**config.mk**
```make
export PLATFORM = sky130hd
export DESIGN_NAME = ex_mem_pipe
export DESIGN_NICKNAME = d
export VERILOG_FILES = /design/src/rtl/ex_mem_pipe.sv
export SDC_FILE = /design/constraint.sdc
export NUM_CORES = 1
export LEC_CHECK = 0
export BUFFER_PORTS_ARGS = -buffer_cell sky130_fd_sc_hd__buf_2
export CORE_MARGIN = 1
export CORE_UTILIZATION = 58
export DETAILED_ROUTE_END_ITERATION = 10
export PLACE_DENSITY = 0.84
export SYNTH_ARGS = -nofsm -noshare
export SYNTH_HDL_FRONTEND = slang
export SYNTH_SLANG_ARGS = --single-unit
```
**constraint.sdc**
```tcl
create_clock -name clk -period 5.2 [get_ports clk]
set_input_delay 1.04 -clock clk [delete_from_list [all_inputs] [get_ports clk]]
set_output_delay 1.04 -clock clk [all_outputs]
set_load 0.1 [all_outputs]
```
**src/rtl/ex_mem_pipe.sv**
```systemverilog
// EX/MEM pipeline register as a 2-entry skid buffer (head + skid) with registered in_ready.
// Optional branch resolution in the MEM stage is enabled with `define EX_BRANCH_RESOLVE_EN.
module ex_mem_pipe #(
   parameter int unsigned DATA_W = 32,
   parameter int unsigned RD_W   = 5
) (
   input  logic              clk,
   input  logic              rst,
   input  logic              in_valid,
   output logic              in_ready,
   input  logic [DATA_W-1:0] ResultE,
   input  logic [3:0]        FlagsE,
   input  logic [DATA_W-1:0] WriteDataE,
   input  logic [RD_W-1:0]   RdE,
   input  logic              RegWriteE,
   input  logic              MemWriteE,
   input  logic              ResultSrcE,
   input  logic              BranchE,
   input  logic [2:0]        Funct3E,
   input  logic              flush,
   output logic              out_valid,
   input  logic              out_ready,
   output logic [DATA_W-1:0] ResultM,
   output logic [3:0]        FlagsM,
   output logic [DATA_W-1:0] WriteDataM,
   output logic [RD_W-1:0]   RdM,
   output logic              RegWriteM,
   output logic              MemWriteM,
   output logic              ResultSrcM,
   output logic              PCSrcM
);

   typedef struct packed {
      logic [DATA_W-1:0] result;
      logic [3:0]        flags;
      logic [DATA_W-1:0] wdata;
      logic [RD_W-1:0]   rd;
      logic              regwrite;
      logic              memwrite;
      logic              resultsrc;
`ifdef EX_BRANCH_RESOLVE_EN
      logic              branch;
      logic [2:0]        funct3;
`endif
   } entry_t;

   entry_t in_entry;
   entry_t head_q, head_d;
   entry_t skid_q, skid_d;
   logic   head_valid_q, head_valid_d;
   logic   skid_valid_q, skid_valid_d;
   logic   ready_q;
   logic   accept;
   logic   consume;

   // Gather the execute-stage inputs into one entry
   always_comb begin
      in_entry           = '0;
      in_entry.result    = ResultE;
      in_entry.flags     = FlagsE;
      in_entry.wdata     = WriteDataE;
      in_entry.rd        = RdE;
      in_entry.regwrite  = RegWriteE;
      in_entry.memwrite  = MemWriteE;
      in_entry.resultsrc = ResultSrcE;
`ifdef EX_BRANCH_RESOLVE_EN
      in_entry.branch    = BranchE;
      in_entry.funct3    = Funct3E;
`endif
   end

   assign accept  = in_valid & ready_q;
   assign consume = head_valid_q & out_ready;

   // Next-state: payload only moves on accept or head refill; flush overrides everything
   always_comb begin
      head_d       = head_q;
      skid_d       = skid_q;
      head_valid_d = head_valid_q;
      skid_valid_d = skid_valid_q;
      if (flush) begin
         head_valid_d = 1'b0;
         skid_valid_d = 1'b0;
      end else if (!head_valid_q) begin
         if (accept) begin
            head_d       = in_entry;
            head_valid_d = 1'b1;
         end
      end else if (!skid_valid_q) begin
         case ({accept, consume})
            2'b11: head_d = in_entry;
            2'b10: begin
               skid_d       = in_entry;
               skid_valid_d = 1'b1;
            end
            2'b01: head_valid_d = 1'b0;
            default: ;
         endcase
      end else if (consume) begin
         head_d       = skid_q;
         skid_valid_d = 1'b0;
      end
   end

   always_ff @(posedge clk or negedge rst) begin
      if (!rst) begin
         head_q       <= '0;
         skid_q       <= '0;
         head_valid_q <= 1'b0;
         skid_valid_q <= 1'b0;
         ready_q      <= 1'b1;
      end else begin
         head_q       <= head_d;
         skid_q       <= skid_d;
         head_valid_q <= head_valid_d;
         skid_valid_q <= skid_valid_d;
         ready_q      <= ~skid_valid_d;
      end
   end

   assign in_ready   = ready_q;
   assign out_valid  = head_valid_q;
   assign ResultM    = head_q.result;
   assign FlagsM     = head_q.flags;
   assign WriteDataM = head_q.wdata;
   assign RdM        = head_q.rd;
   assign ResultSrcM = head_q.resultsrc;
   assign RegWriteM  = head_valid_q & head_q.regwrite;
   assign MemWriteM  = head_valid_q & head_q.memwrite;

`ifdef EX_BRANCH_RESOLVE_EN
   // Flags are packed {V,C,Z,N}
   function automatic logic branch_cond(input logic [2:0] f3, input logic [3:0] fl);
      logic n, z, c, v;
      {v, c, z, n} = fl;
      case (f3)
         3'b000:  branch_cond = z;
         3'b001:  branch_cond = ~z;
         3'b100:  branch_cond = n ^ v;
         3'b101:  branch_cond = ~(n ^ v);
         3'b110:  branch_cond = ~c;
         3'b111:  branch_cond = c;
         default: branch_cond = 1'b0;
      endcase
   endfunction

   assign PCSrcM = head_valid_q & head_q.branch & branch_cond(head_q.funct3, head_q.flags);
`else
   logic unused_branch;
   assign unused_branch = ^{BranchE, Funct3E};
   assign PCSrcM        = 1'b0;
`endif

endmodule

```
# Word-level counts from Yosys, hierarchy flattened
# Cells that the tools add are included.
[word_totals]
latch_bits = 0
mem_count = 0
rom_bits = 0
out_inout_bits = 79
in_bits = 85
ram_bits = 0
reg_bits = 155
[classes]
eq_ne = 5
add_sub_neg = 0
div = 0
mul = 0
n_lt_le_gt_ge = 0
shifts = 0
bitwise = 7
muxes = 15
n_reduce_logical = 3
[op_table]
columns = ["operator", "count"]
rows = [
  ["$mux W76", 5],
  ["$mux W1", 10],
  ["$reduce_and A4 Y1", 2],
  ["$and A1 B1 Y1", 4],
  ["$eq A2 B2 Y1 const B", 2],
  ["$ne A3 B1 Y1 const B", 1],
  ["$ne A3 B2 Y1 const B", 1],
  ["$not A1 Y1", 3],
  ["$eq A2 B1 Y1 const B", 1],
  ["$reduce_bool A2 Y1", 1],
]

# Longest topological paths before layout
# Gate-level depths: netlist of run 1.
[depth]
depth_word = 7
mapped_depth = 5
depth_no_buf = 3

# Worst setup path before layout of run 1
# OpenSTA, ideal clock, no wires.
[synth_path]
path_type = "register to output"
from = "register head_valid_q (netlist: out_valid)"
to = "output port MemWriteM"
stages_incl_launch_ff = 2
arrival_ns = 1.890
path_slack_ns = 2.270
required_time_ns = 4.160
path_cell_list = "dfrtp_1 and2_1"
[synth_via]
elab_chain_len = 1
[synth_rtl]
columns = ["item", "line", "text"]
rows = [
  ["start: declaration", "50", "logic head_valid_q, head_valid_d;"],
  ["start signal: assignment", "115", "head_valid_q <= head_valid_d;"],
  ["$and A1 B1 Y1", "129", "assign MemWriteM = head_valid_q & head_q.memwrite;"],
  ["end: declaration", "28", "output logic MemWriteM,"],
]
# Every way passes these cells.

# Worst setup path after layout of run 1
[layout_path]
from = "register head_valid_q (netlist: out_valid)"
to = "register head_q (netlist bit WriteDataM[11])"
[layout_via]
elab_chain_len = 4
word_cells_on_any_way = 7
cone_classes = "eq/ne (3); mux (1); bitwise (1); reduce/logical (2)"
[layout_rtl]
columns = ["item", "line", "text"]
rows = [
  ["$and A1 B1 Y1", "73", "assign consume = head_valid_q & out_ready;"],
  ["$eq A2 B2 Y1", "90", "case ({accept, consume})"],
  ["$ne A3 B1 Y1 (no source line)", "-", ""],
  ["$reduce_and A4 Y1 (no source line)", "-", ""],
  ["end signal: assignment", "107", "head_q <= '0;"],
  ["end signal: assignment", "113", "head_q <= head_d;"],
  ["end: declaration", "48", "entry_t head_q, head_d;"],
]
# Several ways; a longest one is shown, not always the timed one.
# A chain may end at the register's enable or synchronous reset.

==> results_dict.tcl, run 1 <==
set metrics [dict create \
    outcome "completed" \
    die_h_um 114 \
    ys.flop_type "dfrtp_1" \
    drt-total-wl_mm 12.7 \
    dieArea_um2 12900 \
    syn-num-nets 580 \
    avgSynthCellArea_um2 14.6 \
    die_w_um 114 \
    wl_per_cell_um 16.7 \
    nFillCells 888 \
    drcViolationCount 0 \
    cpPeakStageDelay_ns 0.61 \
    first_pass_iters 4 \
    timing.final.ws_setup_ns 2.24 \
    grt_pass1_wl_mm 21.0 \
    cts_made_buffers 17 \
    path_buf_inv 1 \
    rsz0062_at_grt "no" \
    cts.path.max_buffers 2 \
    drtIter0Drc 185 \
    drv_slew 0 \
    timing.fmax_ghz 0.338 \
    worst_ep_arrival_time_ns 3.26 \
    synth.distinct_cells 21 \
    crit_chain "nand2_4 > a221oi_4 > buf_4 > mux2_2" \
    grt_max_degree 120 \
    cts_root_buf "clkbuf_16" \
    synth_seq_cells 155 \
    post-cts-setup-buffers 0 \
    track_usage 0.212 \
    area_delta_synth_final_pct 13.0 \
    period_share 0.569 \
    path_delay_family "simple AND/OR/NAND/NOR gates" \
    antenna_left 0 \
    fin_worst_skew_ns 0.00484 \
    diodes 0 \
    max_cap_viol_count 0 \
    pin_count 164 \
    end_kind "register" \
    worst_slew_pin_slew_ns 1.15 \
    finalSetupViolations 0 \
    slowest_stage "nand2_4" \
    cts_resized 0 \
    nets 664 \
    numClockSinks 155 \
    htreeDepth 4 \
    path_max_fanout 77 \
    hpwl_mm 8.44 \
    layout-drive-gt1-share 0.708 \
    viasPerCell 5.25 \
    antenna_found_initial 0 \
    clock_latency_ns 0.42 \
    vias 3993 \
    clk_pin_slew_ns 0.06 \
    hold_path_class "register to register" \
    ys_async_sr_fraction 1.00 \
    syn_area_um2 7240 \
    irDropWorstVdd_mv 0.406 \
    synth-edff-count 0 \
    powerDensity_nw_per_um2 544 \
    place_congestion 0.702 \
    cts_tree "done" \
    hold_violations 0 \
    cp_data_required_time_ns 5.50 \
    fin_setup_tns_ns 0 \
    grt_pass1_vias 4346 \
    coreArea_um2 12100 \
    period_needed_ns 2.96 \
    synthCells 495 \
    overflow 0 \
    cts_hold_buf 0 \
    power_leakage_nw 3.84 \
    yosysSeqAreaShare 0.536 \
    place_worst_setup_slack_ns 2.33 \
    slew_headroom 0.235 \
    ys.warnings.count 0 \
    path_class "register to register" \
    num_rows 40 \
    portBuffers 158 \
    startpoint_type "register" \
    start_util 0.598 \
]
## path summary, 6_finish.rpt
path,start,end,slack [ns],depth (start not counted)
worst max-delay path,out_valid,WriteDataM[11],2.24,4
worst min-delay path,ResultM[25],ResultM[25],0.48,1
worst max register to register,out_valid,WriteDataM[11],2.24,4
worst min register to register,ResultM[25],ResultM[25],0.48,1
max in group asynchronous,rst,in_ready,3.35,2
min in group asynchronous,rst,RdM[2],0.76,1
## registers in the layout, summed over array words and instances, names as in the netlist
name	flops
head_q	2
skid_valid_q	1
FlagsM	4
WriteDataM	32
out_valid	1
RdM	5
ResultSrcM	1
ResultM	32
skid_q	76
in_ready	1
## logic make-up after synthesis
family / share of synthesized area
other cells: 0.000518
simple gates: 0.00467
compound gates: 0.00553
buf+inv: 0.0984
mux: 0.355
flops: 0.536
## Yosys cell counts, types with 2 or more instances
master / number / area share
mux2_1: 4 / 0.0062
buf_4: 79 / 0.082
mux2_2: 224 / 0.35
dfrtp_1: 154 / 0.53
inv_1: 2 / 0.0010
and2_1: 2 / 0.0017
clkbuf_1: 4 / 0.0021
buf_6: 4 / 0.0062
buf_1: 3 / 0.0016
buf_2: 8 / 0.0055
## metrics by stage
step / power, mW / utilization / cells / instance area (um2) / hold WS (ns)
after floorplan: 3.16 / - / 495 / 7240 / 0.459
after global placement: 3.20 / 0.627 / 728 / 7590 / 0.463
after detailed placement: 3.26 / 0.627 / 728 / 7590 / 0.475
after CTS: 4.49 / 0.675 / 760 / 8180 / 0.488
after global routing: 4.62 / 0.675 / 760 / 8180 / 0.505
final: 4.45 / 0.675 / 760 / 8180 / 0.481
## power by group
part	switching (mW)	total, mW	internal (mW)
clock	0.466	1.22	0.751
combinational	1.19	1.57	0.377
sequential	0.152	1.67	1.51
total	1.81	4.45	2.64
## routing by layer
layer / track usage / up-vias / wire [um]
met5: 0 / - / 0
met4: 0.0947 / 0 / 250
met3: 0.0723 / 18 / 834
met2: 0.352 / 117 / 6300
met1: 0.250 / 2028 / 5330
li1: - / 1830 / -
## area by class of cell
type,count,area [um2],area share
multi-input combinational,240,2660,0.325
clock inverter,12,149,0.0182
tap,168,210,0.0257
timing repair buffer,163,835,0.102
sequential,155,3880,0.474
clock buffer,20,437,0.0534
inverter,2,7.51,0.000918
## cell usage in the layout (no fill, tap or decap), drive strengths merged, types with 2 or more instances in the layout
master and n:
clkbuf 20, bufinv 3, clkinv 8, and2 2, mux2 228, dfrtp 154, buf 163, nand2 2
inv 2
Note: power is estimated with default switching activity, not from simulation.
==> inputs of run 2 (changes only) <==
--- a/config.mk
+++ b/config.mk
@@ -5,11 +5,12 @@
 export SDC_FILE = /design/constraint.sdc
 export NUM_CORES = 1
 export LEC_CHECK = 0
+export ABC_AREA = 1
 export BUFFER_PORTS_ARGS = -buffer_cell sky130_fd_sc_hd__buf_2
 export CORE_MARGIN = 1
-export CORE_UTILIZATION = 58
+export CORE_UTILIZATION = 55
 export DETAILED_ROUTE_END_ITERATION = 10
-export PLACE_DENSITY = 0.84
+export PLACE_DENSITY = 0.8
 export SYNTH_ARGS = -nofsm -noshare
 export SYNTH_HDL_FRONTEND = slang
 export SYNTH_SLANG_ARGS = --single-unit
==> constraint.sdc (replaced) <==
create_clock -name clk -period 3 [get_ports clk]
set_input_delay 0.6 -clock clk [delete_from_list [all_inputs] [get_ports clk]]
set_output_delay 0.6 -clock clk [all_outputs]
set_load 0.1 [all_outputs]
==> results_dict.tcl, run 2 <==
set metrics [dict create \
    finalSetupViolations 0 \
    numClockSinks 155 \
    start_util 0.568 \
    synth-edff-count 0 \
    layout-drive-gt1-share 0.216 \
    grt_pass1_vias 5396 \
    synth.most_common_cell "nand2_1" \
    max_cap_viol_count 0 \
    yosys.area.top_type_share 0.511 \
    power_leakage_nw 4.81 \
    post-cts-setup-buffers 0 \
    r2r-start "out_valid" \
    hold_violations 0 \
    synth_top_family_by_area "simple AND/OR/NAND/NOR gates" \
    cts_tree "done" \
    diodes 0 \
    nFillCells 1197 \
    yosysSeqAreaShare 0.514 \
    portBuffers 158 \
    regMostFlops "skid_q" \
    viasPerCell 4.99 \
    track_usage 0.230 \
    cts_made_buffers 17 \
    hpwl_mm 9.80 \
    powerDensity_nw_per_um2 909 \
    cts_root_buf "clkbuf_16" \
    overflow 0 \
    drtIter0Drc 376 \
    final_common_cell "nand2_1" \
    synth-simple-area-share 0.214 \
    fin_worst_skew_ns 0.00492 \
    path_class "register to register" \
    multiInputGateArea_um2 2420 \
    avgSynthCellArea_um2 8.22 \
    highest_layer "met4" \
    vias 5822 \
    grt_max_degree 79 \
    regToRegEndpoint "WriteDataM[16]" \
    path_max_fanout 56 \
    synthAdderAreaFrac 0 \
    layout_common_cells "nand2_1 (313), buf_2 (157), dfrtp_1 (154)" \
    worst_slew_pin_slew_ns 0.616 \
    ys.warnings.count 0 \
    syn_area_um2 7550 \
    synthCells 918 \
    area_delta_synth_final_pct 11.1 \
    drcViolationCount 0 \
    ys_async_sr_fraction 1.00 \
    yosysTopAreaCell "dfrtp_1" \
    outcome "completed" \
    largest_reg_flops 76 \
    cp_data_required_time_ns 3.32 \
    num_rows 42 \
    ys.flop_type "dfrtp_1" \
    synth_xor_xnor_area_share 0 \
    period_share 0.705 \
    rsz0062_at_grt "no" \
    wl_met1_mm 6.95 \
    synth_seq_cells 155 \
    register_area_um2 3880 \
    synth.distinct_cells 20 \
    wl_met3_um 889 \
    startpoint_type "register" \
    hold_path_class "input port to asynchronous set/reset pin" \
    drt-total-wl_mm 15.6 \
    r2r_cells 5 \
    grt_pass1_wl_mm 25.8 \
    ff2ff_setup_slack_ns 0.88 \
    htreeDepth 4 \
    cts_resized 0 \
    antenna_found_initial 0 \
    fin_setup_tns_ns 0 \
    cts.path.max_buffers 2 \
    period_needed_ns 2.12 \
    wl_per_cell_um 13.4 \
    worst_ep_arrival_time_ns 2.43 \
    clk_pin_slew_ns 0.06 \
    final_core_util 0.631 \
    timing.fmax_ghz 0.473 \
    irDropWorstVdd_mv 0.465 \
    synth_area_leaders "dfrtp_1 (51%), nand2_1 (16%), o21ai_0 (9.7%)" \
    dieArea_um2 14200 \
    slew_headroom 0.589 \
    die_h_um 119 \
    antenna_left 0 \
    yosys-top-cells-count "nand2_1 (314), dfrtp_1 (154), o21ai_0 (147)" \
    end_kind "register" \
    clock_latency_ns 0.42 \
    nets 1063 \
    pin_count 164 \
    cts_hold_buf 0 \
    drv_slew 0 \
    synth_compound_area_frac 0.104 \
    syn-num-nets 1003 \
    die_w_um 119 \
    first_pass_iters 4 \
    synthMuxAreaShare 0 \
    power_mw 7.62 \
    coreArea_um2 13300 \
    dr_wl_met2_mm 7.45 \
    place_congestion 0.754 \
]
-- run 2: cell types whose count changed after synthesis, moves of 14 or more --
cell	previous run	this run
nand2_1	1	314
buf_6	4	18
o21ai_0	1	147
mux2_2	224	0
clkbuf_1	4	23
inv_1	2	82
nand3_1	0	76
-- run 2: stage by stage --
step | hold WS, ns | setup WS (ns) | cells | instance area, um2
2_1_floorplan | 0.304 | 0.673 | 918 | 7550
3_3_place_gp | 0.448 | 0.916 | 1135 | 7750
3_5_place_dp | 0.453 | 0.849 | 1135 | 7750
4_1_cts | 0.100 | 0.829 | 1167 | 8380
5_1_grt | 0.118 | 0.679 | 1167 | 8380
6_report | 0.102 | 0.884 | 1167 | 8380
-- run 2: kinds of logic (layout without fill, tap and decap cells) --
logic type,count (synthesis),count (layout)
other,1,1
flip-flops,155,155
AND/OR/NAND/NOR,396,396
AO/OA/AOI/OAI,154,154
buffers and inverters,212,285
-- run 2: worst max path at each step --
stage / startpoint / endpoint / slack, ns
detailed placement: out_valid / WriteDataM[16] / 0.85
floorplan: out_valid / MemWriteM / 0.67
finish: out_valid / WriteDataM[16] / 0.88
CTS: out_valid / WriteDataM[16] / 0.83
global placement: out_valid / ResultM[21] / 0.92
global route: out_valid / ResultM[21] / 0.68
-- run 2: critical path, stage by stage, from the launching register on --
cell	delay, ns
dfrtp_1	0.50
nand2_4	0.28
nand2_4	0.17
nand3_4	0.43
buf_12	0.38
o21ai_0	0.23
-- run 2: power breakdown --
part	switching [mW]	internal, mW
clock	0.840	1.46
combinational	2.08	0.419
sequential	0.252	2.58
-- run 2: final cells by class --
type                       count  area share
clock inverter                11      0.0198
sequential                   155       0.463
timing repair buffer         171       0.110
multi-input combinational    551       0.289
inverter                      82      0.0367
clock buffer                  21      0.0561
tap                          176      0.0263
-- run 2: per-layer routing --
| metal | vias up | GRT usage |
|---|---|---|
| met4 | 0 | 0.0973 |
| met1 | 2713 | 0.291 |
| met2 | 151 | 0.372 |
| li1 | 2923 | - |
| met3 | 35 | 0.0627 |
| met5 | - | 0 |
==> inputs of run 3 (changes only) <==
--- a/config.mk
+++ b/config.mk
@@ -8,9 +8,9 @@
 export ABC_AREA = 1
 export BUFFER_PORTS_ARGS = -buffer_cell sky130_fd_sc_hd__buf_2
 export CORE_MARGIN = 1
-export CORE_UTILIZATION = 55
+export CORE_UTILIZATION = 49
 export DETAILED_ROUTE_END_ITERATION = 10
-export PLACE_DENSITY = 0.8
+export PLACE_DENSITY = 0.75
 export SYNTH_ARGS = -nofsm -noshare
 export SYNTH_HDL_FRONTEND = slang
 export SYNTH_SLANG_ARGS = --single-unit
==> constraint.sdc (replaced) <==
create_clock -name clk -period 1.8 [get_ports clk]
set_input_delay 0.36 -clock clk [delete_from_list [all_inputs] [get_ports clk]]
set_output_delay 0.36 -clock clk [all_outputs]
set_load 0.1 [all_outputs]
==> results_dict.tcl, run 3 (synthesized netlist as in run 2, its figures left out) <==
set metrics [dict create \
    outcome "completed" \
    power_mw 12.5 \
    timing.final.ws_setup_ns 0.112 \
    final_core_util 0.575 \
    cts_root_buf "clkbuf_16" \
    r2r_cells 6 \
    drv_slew 0 \
    ff2ff_setup_slack_ns 0.20 \
    path_buf_inv 1 \
    pwr-share-clk 0.285 \
    layout_common_cells "nand2_1 (313), buf_2 (154), dfrtp_1 (153)" \
    portBuffers 158 \
    power_leakage_nw 4.84 \
    timing.fmax_ghz 0.592 \
    start_util 0.512 \
    rsz0062_at_grt "no" \
    whs_ns 0.192 \
    drtIter0Drc 273 \
    final_common_cell "nand2_1" \
    cpPeakStageDelay_ns 0.47 \
    place_congestion 0.779 \
    seqPwrFrac 0.378 \
    area_delta_synth_final_pct 12.4 \
    startpoint_type "register" \
    pin_count 164 \
    hold_path_class "input port to register" \
    period_needed_ns 1.69 \
    dpl_cell_area_um2 7890 \
    antenna_found_initial 2 \
    slowest_stage "buf_2" \
    dp_cells 1146 \
    path_class "register to output port" \
    viasPerCell 4.85 \
    stdcell_count 1177 \
    first_pass_iters 4 \
    track_usage 0.211 \
    coreArea_um2 14800 \
    clock_latency_ns 0.41 \
    drcViolationCount 0 \
    power.internal_mw 7.26 \
    regMostFlops "skid_q" \
    worstHoldStart "WriteDataE[31]" \
    cts_tree "done" \
    largest_reg_flops 76 \
    antenna_left 0 \
    nets 1067 \
    die_h_um 126 \
    period_share 0.938 \
    nFillCells 1369 \
    regToRegEndpoint "skid_q[67]" \
    grt_pass1_vias 5564 \
    hold_path_end "skid_q[39]" \
    wl_per_cell_um 13.3 \
    worst_slew_pin_slew_ns 0.537 \
    cp_data_required_time_ns 1.44 \
    r2r-start "in_ready" \
    clk_pin_slew_ns 0.06 \
    end_kind "output port" \
    final_area_um2 8490 \
    cts_made_buffers 17 \
    switching_share 0.417 \
    finalSetupViolations 0 \
    die_w_um 126 \
    fin_worst_skew_ns 0.00453 \
    place_worst_setup_slack_ns 0.199 \
    numClockSinks 155 \
    max_cap_viol_count 0 \
    vias 5707 \
    irDropWorstVdd_mv 0.833 \
    cts.path.max_buffers 2 \
    path_delay_family "buffers and inverters" \
    grt_max_degree 93 \
    hold_violations 0 \
    hpwl_mm 9.76 \
    crit_chain "buf_2" \
    grt_pass1_wl_mm 26.7 \
    drt-total-wl_mm 15.7 \
    worst_ep_arrival_time_ns 1.33 \
    fin_setup_tns_ns 0 \
    num_rows 44 \
    path_max_fanout 7 \
    overflow 0 \
    powerDensity_nw_per_um2 1470 \
    switchingPower_mw 5.19 \
    layout-drive-gt1-share 0.215 \
    slew_headroom 0.642 \
    dieArea_um2 15900 \
    hold-path-cell-count 3 \
    pwr-share-comb 0.337 \
    htreeDepth 4 \
    post-cts-setup-buffers 0 \
]
[run 3: what timing repair did]
action                                 in CTS  in global routing
setup endpoints to repair                   3                  0
hold buffers                                1                  0
endpoints found under the hold margin      36                  0
resized for setup                           3                  0
[run 3: worst max path at each step]
| stage | from | end | slack, ns | cells past startpoint |
|---|---|---|---|---|
| 2_1_floorplan | out_valid | MemWriteM | 0.02 | 2 |
| 6_report | out_valid | out_valid | 0.11 | 1 |
| 5_1_grt | out_valid | MemWriteM | 0.06 | 3 |
| 4_1_cts | out_valid | out_valid | 0.09 | 1 |
| 3_5_place_dp | in_valid | WriteDataM[15] | 0.20 | 6 |
| 3_3_place_gp | in_ready | skid_q[60] | 0.25 | 6 |
[run 3: area by class of cell]
| cell class | instances | area, um2 | area share |
|---|---|---|---|
| antenna | 1 | 2.50 | 0.000295 |
| clock buffer | 22 | 464 | 0.0547 |
| clock inverter | 7 | 118 | 0.0139 |
| inverter | 82 | 308 | 0.0363 |
| multi-input combinational | 551 | 2420 | 0.285 |
| sequential | 155 | 3880 | 0.458 |
| tap | 184 | 230 | 0.0271 |
| timing repair buffer | 175 | 1060 | 0.125 |
[run 3: worst reg2reg max path, stage by stage (launching register included)]
cell and delay, ns:
dfstp_4 0.61, nand2_1 0.13, nor2_4 0.23, nand2_2 0.11
buf_12 0.21, nand2_1 0.13, nand2_1 0.06
[run 3: per-layer routing]
layer	global-route usage	up-vias	routed length, um	share of wire
met5	0	-	10	0.00064
met4	0.0716	2	254	0.016
met3	0.0582	19	873	0.056
met2	0.342	155	7310	0.47
met1	0.273	2605	7210	0.46
li1	-	2926	-	-
[run 3: power by group through the flow]
stage / clock (mW) / combinational (mW) / sequential (mW)
floorplan: 0 / 3.94 / 4.71
global placement: 0 / 4.16 / 4.72
detailed placement: 0 / 4.22 / 4.75
CTS: 3.65 / 4.23 / 4.70
global route: 3.79 / 4.49 / 4.80
finish: 3.55 / 4.19 / 4.70
